<file path="src/rtl/img_stream_pkg.sv">
// Shared definitions for the image stream generator: FSM encoding and bus widths.
package img_stream_pkg;

    localparam int unsigned ADDR_W = 20;
    localparam int unsigned PIX_W  = 8;

    typedef enum logic [2:0] {
        StIdle,
        StVback,
        StLine,
        StHblank,
        StVfront
    } state_e;

endpackage

</file>
<file path="src/rtl/img_sync_delay.sv">
// Two-stage delay line for vsync/href; the first href stage is exposed so the
// pixel register can gate its capture one cycle ahead of the output.
module img_sync_delay (
    input  logic clk,
    input  logic rst,
    input  logic vsync_src,
    input  logic href_src,
    output logic href_stage1,
    output logic vsync_dly,
    output logic href_dly
);

    logic vsync_stage1;

    always_ff @(posedge clk) begin
        if (rst) begin
            vsync_stage1 <= 1'b0;
            href_stage1  <= 1'b0;
            vsync_dly    <= 1'b0;
            href_dly     <= 1'b0;
        end else begin
            vsync_stage1 <= vsync_src;
            href_stage1  <= href_src;
            vsync_dly    <= vsync_stage1;
            href_dly     <= href_stage1;
        end
    end

endmodule

</file>
<file path="src/rtl/img_stream_gen.sv">
// Raster-order image stream generator: reads pixels from memory and emits a
// vsync/href/gray stream. Optional test pattern via IMG_STREAM_TEST_PATTERN_EN.
module img_stream_gen
    import img_stream_pkg::*;
#(
    parameter logic [10:0] IMG_HDISP = 11'd640,
    parameter logic [10:0] IMG_VDISP = 11'd480,
    parameter logic [7:0]  H_BLANK   = 8'd160,
    parameter logic [7:0]  V_BACK    = 8'd20,
    parameter logic [7:0]  V_FRONT   = 8'd20
) (
    input  logic              clk,
    input  logic              rst,
    input  logic              start,
    input  logic              continuous,
`ifdef IMG_STREAM_TEST_PATTERN_EN
    input  logic              pattern_sel,
`endif
    output logic              busy,
    output logic              frame_done,
    output logic              rd_en,
    output logic [ADDR_W-1:0] rd_addr,
    input  logic [PIX_W-1:0]  rd_data,
    output logic              per_img_vsync,
    output logic              per_img_href,
    output logic [PIX_W-1:0]  per_img_gray
);

    state_e            state_q, state_d;
    logic [10:0]       col_q, col_d;
    logic [10:0]       line_q, line_d;
    logic [7:0]        phase_q, phase_d;
    logic [ADDR_W-1:0] addr_q, addr_d;
    logic              last_line;
    logic              vsync_i, href_i;
    logic              href_stage1;
    logic [PIX_W-1:0]  pix_src;
    logic [PIX_W-1:0]  gray_q;

    assign last_line = (line_q == IMG_VDISP - 11'd1);

    always_ff @(posedge clk) begin
        if (rst) begin
            state_q <= StIdle;
            col_q   <= '0;
            line_q  <= '0;
            phase_q <= '0;
            addr_q  <= '0;
        end else begin
            state_q <= state_d;
            col_q   <= col_d;
            line_q  <= line_d;
            phase_q <= phase_d;
            addr_q  <= addr_d;
        end
    end

    always_comb begin
        state_d = state_q;
        col_d   = col_q;
        line_d  = line_q;
        phase_d = phase_q;
        addr_d  = addr_q;
        unique case (state_q)
            StIdle: begin
                if (start) begin
                    state_d = StVback;
                    phase_d = '0;
                    addr_d  = '0;
                end
            end
            StVback: begin
                if (phase_q == V_BACK - 8'd1) begin
                    state_d = StLine;
                    phase_d = '0;
                    col_d   = '0;
                    line_d  = '0;
                end else begin
                    phase_d = phase_q + 8'd1;
                end
            end
            StLine: begin
                addr_d = addr_q + 1'b1;
                if (col_q == IMG_HDISP - 11'd1) begin
                    col_d = '0;
                    // With no horizontal blank, lines run back to back.
                    if (H_BLANK == 8'd0) begin
                        if (last_line) begin
                            state_d = StVfront;
                            line_d  = '0;
                        end else begin
                            line_d = line_q + 11'd1;
                        end
                    end else begin
                        state_d = StHblank;
                        phase_d = '0;
                    end
                end else begin
                    col_d = col_q + 11'd1;
                end
            end
            StHblank: begin
                if (phase_q == H_BLANK - 8'd1) begin
                    phase_d = '0;
                    if (last_line) begin
                        state_d = StVfront;
                        line_d  = '0;
                    end else begin
                        state_d = StLine;
                        line_d  = line_q + 11'd1;
                    end
                end else begin
                    phase_d = phase_q + 8'd1;
                end
            end
            StVfront: begin
                if (phase_q == V_FRONT - 8'd1) begin
                    phase_d = '0;
                    if (continuous) begin
                        state_d = StVback;
                        addr_d  = '0;
                    end else begin
                        state_d = StIdle;
                    end
                end else begin
                    phase_d = phase_q + 8'd1;
                end
            end
            default: state_d = StIdle;
        endcase
    end

    assign busy       = (state_q != StIdle);
    assign frame_done = (state_q == StVfront) && (phase_q == V_FRONT - 8'd1);
    assign vsync_i    = (state_q == StVback) || (state_q == StLine) || (state_q == StHblank);
    assign href_i     = (state_q == StLine);
    assign rd_addr    = addr_q;

`ifdef IMG_STREAM_TEST_PATTERN_EN
    logic             pat_sel_q;
    logic [PIX_W-1:0] pat_q;

    // Pattern value is registered so it lines up with memory read latency.
    always_ff @(posedge clk) begin
        if (rst) begin
            pat_sel_q <= 1'b0;
            pat_q     <= '0;
        end else begin
            pat_sel_q <= pattern_sel;
            pat_q     <= col_q[PIX_W-1:0] + line_q[PIX_W-1:0];
        end
    end

    assign rd_en   = href_i & ~pattern_sel;
    assign pix_src = pat_sel_q ? pat_q : rd_data;
`else
    assign rd_en   = href_i;
    assign pix_src = rd_data;
`endif

    always_ff @(posedge clk) begin
        if (rst) begin
            gray_q <= '0;
        end else begin
            gray_q <= href_stage1 ? pix_src : '0;
        end
    end

    assign per_img_gray = gray_q;

    img_sync_delay u_sync_delay (
        .clk         (clk),
        .rst         (rst),
        .vsync_src   (vsync_i),
        .href_src    (href_i),
        .href_stage1 (href_stage1),
        .vsync_dly   (per_img_vsync),
        .href_dly    (per_img_href)
    );

endmodule

</file>
<file path="config.mk">
export PLATFORM = sky130hd
export DESIGN_NAME = img_stream_gen
export DESIGN_NICKNAME = d
export VERILOG_FILES = /design/src/rtl/img_stream_pkg.sv /design/src/rtl/img_sync_delay.sv /design/src/rtl/img_stream_gen.sv
export SDC_FILE = /design/constraint.sdc
export NUM_CORES = 1
export LEC_CHECK = 0
export CAP_MARGIN = 20
export CELL_PAD_IN_SITES_DETAIL_PLACEMENT = 1
export CELL_PAD_IN_SITES_GLOBAL_PLACEMENT = 2
export CORE_ASPECT_RATIO = 0.9
export CORE_MARGIN = 10
export CORE_UTILIZATION = 40
export CTS_CLUSTER_SIZE = 28
export DETAILED_ROUTE_END_ITERATION = 6
export DONT_BUFFER_PORTS = 1
export MAX_ROUTING_LAYER = met4
export PLACE_DENSITY = 0.81
export SLEW_MARGIN = 40
export SYNTH_ARGS = -nofsm -noshare
export SYNTH_HDL_FRONTEND = slang
export SYNTH_SLANG_ARGS = --single-unit
</file>
<file path="constraint.sdc">
create_clock -name clk -period 7.2 [get_ports clk]
set_clock_uncertainty 0.15 [all_clocks]
set_input_delay 0 -clock clk [delete_from_list [all_inputs] [get_ports clk]]
set_output_delay 0 -clock clk [all_outputs]
set_load 0.005 [all_outputs]
</file>
==> impl_metrics.yaml <==
timing:
  fin_crit_sh: 0.450
  setup_viol: 0
  slew_headroom: 0.488
  finalHoldViolations: 0
  tns_ns: 0
  max_clock_freq_mhz: 308
  worst_pin_slew_ns: 0.761
  grt_setup_unrepaired: "false"
  fin_crit_ns: 3.24
  drv_slew: 0
yosys:
  yosys_warnings: 0
  synth_area_leaders: "dfxtp_1, a21oi_1, nor2_1, nand3_1, o21ai_0"
  syn_area_mm2: 0.00320
  syn-instance-count: 389
  synth_common_cells: "dfxtp_1, nor2_1, a21oi_1, nand2_1, nand3_1"
  synthArstFlopShare: 0
  ys_seq_area_frac: 0.407
  synth.distinct_cells: 55
  ys_ff_latch: 65
  synth_area_leader_cell: "dfxtp_1"
  synth_edf_count: 0
  yosysMostFrequentCell: "dfxtp_1"
  synthesis.nets: 405
  synth_ff_type: "dfxtp_1"
  synth_top_area_share: 0.407
  syn_area_per_cell_um2: 8.21
place:
  place_area_mm2: 0.00325
  hpwl_um: 6180
  place_congestion: 0.798
  numPortBuffers: 0
finish:
  n_antenna_cell: 0
  multiInputGateArea_mm2: 0.00179
  layout-drive-gt1-share: 0.0781
  regArea_mm2: 0.00130
  stdcell_area_mm2: 0.00356
  final.fill_count: 944
  nets: 408
  area_growth_pct: 11.3
grt:
  grt_pass1_vias: 2896
  grt_pass1_wl_um: 14800
  antenna_found_initial: 0
  grt-ovfl-total: 0
  grt_max_degree: 45
  grt.total_usage: 0.151
clock_network:
  clk_pin_slew_ns: 0.08
  clock_sinks: 65
  clock_latency_ns: 0.34
  cts-buffers-inserted: 9
  h-tree-depth: 3
  post_cts_buffers: 0
  cts_tree: "built"
  clk_path_buf_depth: 2
  root_buffer: "clkbuf_8"
drt:
  wl_per_cell_um: 17.9
  drc: 0
  viasPerCell: 6.00
  drt_iter0_drc: 91
  via_count: 2957
  dr.pass1.iters: 4
  detail-route-antenna-nets: 0
  drt_wl_total_um: 8840
worst_hold_path:
  holdCritStartpoint: "start"
  hp-class: "input pin to flip-flop"
setup_path:
  end_kind: "flip-flop"
  start_kind: "flip-flop"
  cp_slowest_cell: "nor4b_1"
  crit_fanout: 17
  worstPathArrival_ns: 3.33
  r2r_start: "phase_q[0]"
  cp_slowest_stage_delay_ns: 0.57
  worstSetupPathType: "flip-flop to flip-flop"
  worstPathRequired_ns: 7.29
  crit_start: "phase_q[0]"
  crit_chain: "ha_1 -> nor4b_1 -> a211oi_1 -> a211o_1 -> o21ai_0 -> a21oi_1 -> dlygate4sd3_1"
floorplan:
  initial_core_util: 0.417
  die_y_um: 105
  die-width_um: 114
  core_area_mm2: 0.00766
  rows: 30
  ios: 45
  fp.dieArea_mm2: 0.0120
pwr:
  power_leakage_nw: 1.18
  powerDensity_mw_per_mm2: 193
  irDropWorstVdd_mv: 0.116
  total_power_uw: 687
run_status:
  status: "completed"
job:
  maxCapViolations: 0
-- timing repair --
action | in CTS | in global routing
resized for setup | 0 | 0
hold endpoints to repair | 59 | 0
hold buffers | 11 | 0
-- worst paths after layout --
check | endpoint | slack [ns] | depth (start not counted)
min | phase_q[2] | 0.02 | 5
min reg2reg | u_sync_delay.vsync_dly | 0.31 | 1
max | rd_addr[11] | 3.96 | 7
max reg2reg | rd_addr[11] | 3.96 | 7
-- sequential cells by signal, indices dropped and copies added, names as in the netlist, 3 cells and up --
register and count:
col_q 11, line_q 11, per_img_gray 8, phase_q 8
rd_addr 20, state_q 3
-- final cells by class --
class / instances / area share
Clock inverter: 6 / 0.0120
Inverter: 10 / 0.0106
Clock buffer: 10 / 0.0387
Multi-Input combinational cell: 294 / 0.503
Sequential cell: 65 / 0.366
Tap cell: 96 / 0.0338
Timing Repair Buffer: 12 / 0.0359
-- critical path, delay by kind of cell (launching register included) --
| family | cells | cell delay (ns) |
|---|---|---|
| buf+inv | 1 | 0.55 |
| simple gates | 1 | 0.57 |
| flops | 1 | 0.38 |
| compound gates | 4 | 1.13 |
| fa+ha+maj | 1 | 0.35 |
-- layer usage --
metal | share of wire | track usage
met3 | 0.052 | 0.0537
met4 | 0.0070 | 0.0304
met1 | 0.50 | 0.192
met2 | 0.45 | 0.225
met5 | 0 | -
-- layout by cell type (no fill, tap or decap), types with 15 or more instances in the layout --
master	netlist	final
a21oi_1	29	29
a31oi_1	15	15
dfxtp_1	65	65
nand2_1	29	29
nand3_1	26	26
nor2_1	37	37
nor3_1	16	16
o21ai_0	25	25
-- through the flow --
step | hold WS (ns) | std cells | util | worst slack, ns
global route | 0.0750 | 493 | 0.464 | 3.72
global placement | -0.0716 | 466 | 0.423 | 4.63
finish | 0.0229 | 493 | 0.464 | 3.96
CTS | 0.0278 | 493 | 0.463 | 3.93
detailed placement | -0.0707 | 466 | 0.424 | 4.46
floorplan | -0.0283 | 389 | - | 4.89
-- kinds of logic (layout without fill, tap and decap cells) --
family | count (synthesis) | after routing | share of synthesized area
AND/OR/NAND/NOR | 171 | 171 | 0.288
AO/OA/AOI/OAI | 111 | 111 | 0.227
XOR/XNOR | 5 | 5 | 0.0137
multiplexers | 3 | 3 | 0.0102
adder cells (fa/ha/maj) | 4 | 4 | 0.0157
flip-flops | 65 | 65 | 0.407
buffers and inverters | 30 | 38 | 0.0376
-- power breakdown --
| group | leakage [nW] | internal [mW] | switching [mW] |
|---|---|---|---|
| clock | 0.0887 | 0.135 | 0.151 |
| sequential | 0.524 | 0.362 | 0.00373 |
| combinational | 0.564 | 0.0131 | 0.0220 |
| total | 1.18 | 0.510 | 0.177 |
(Power assumes the default switching activity.)
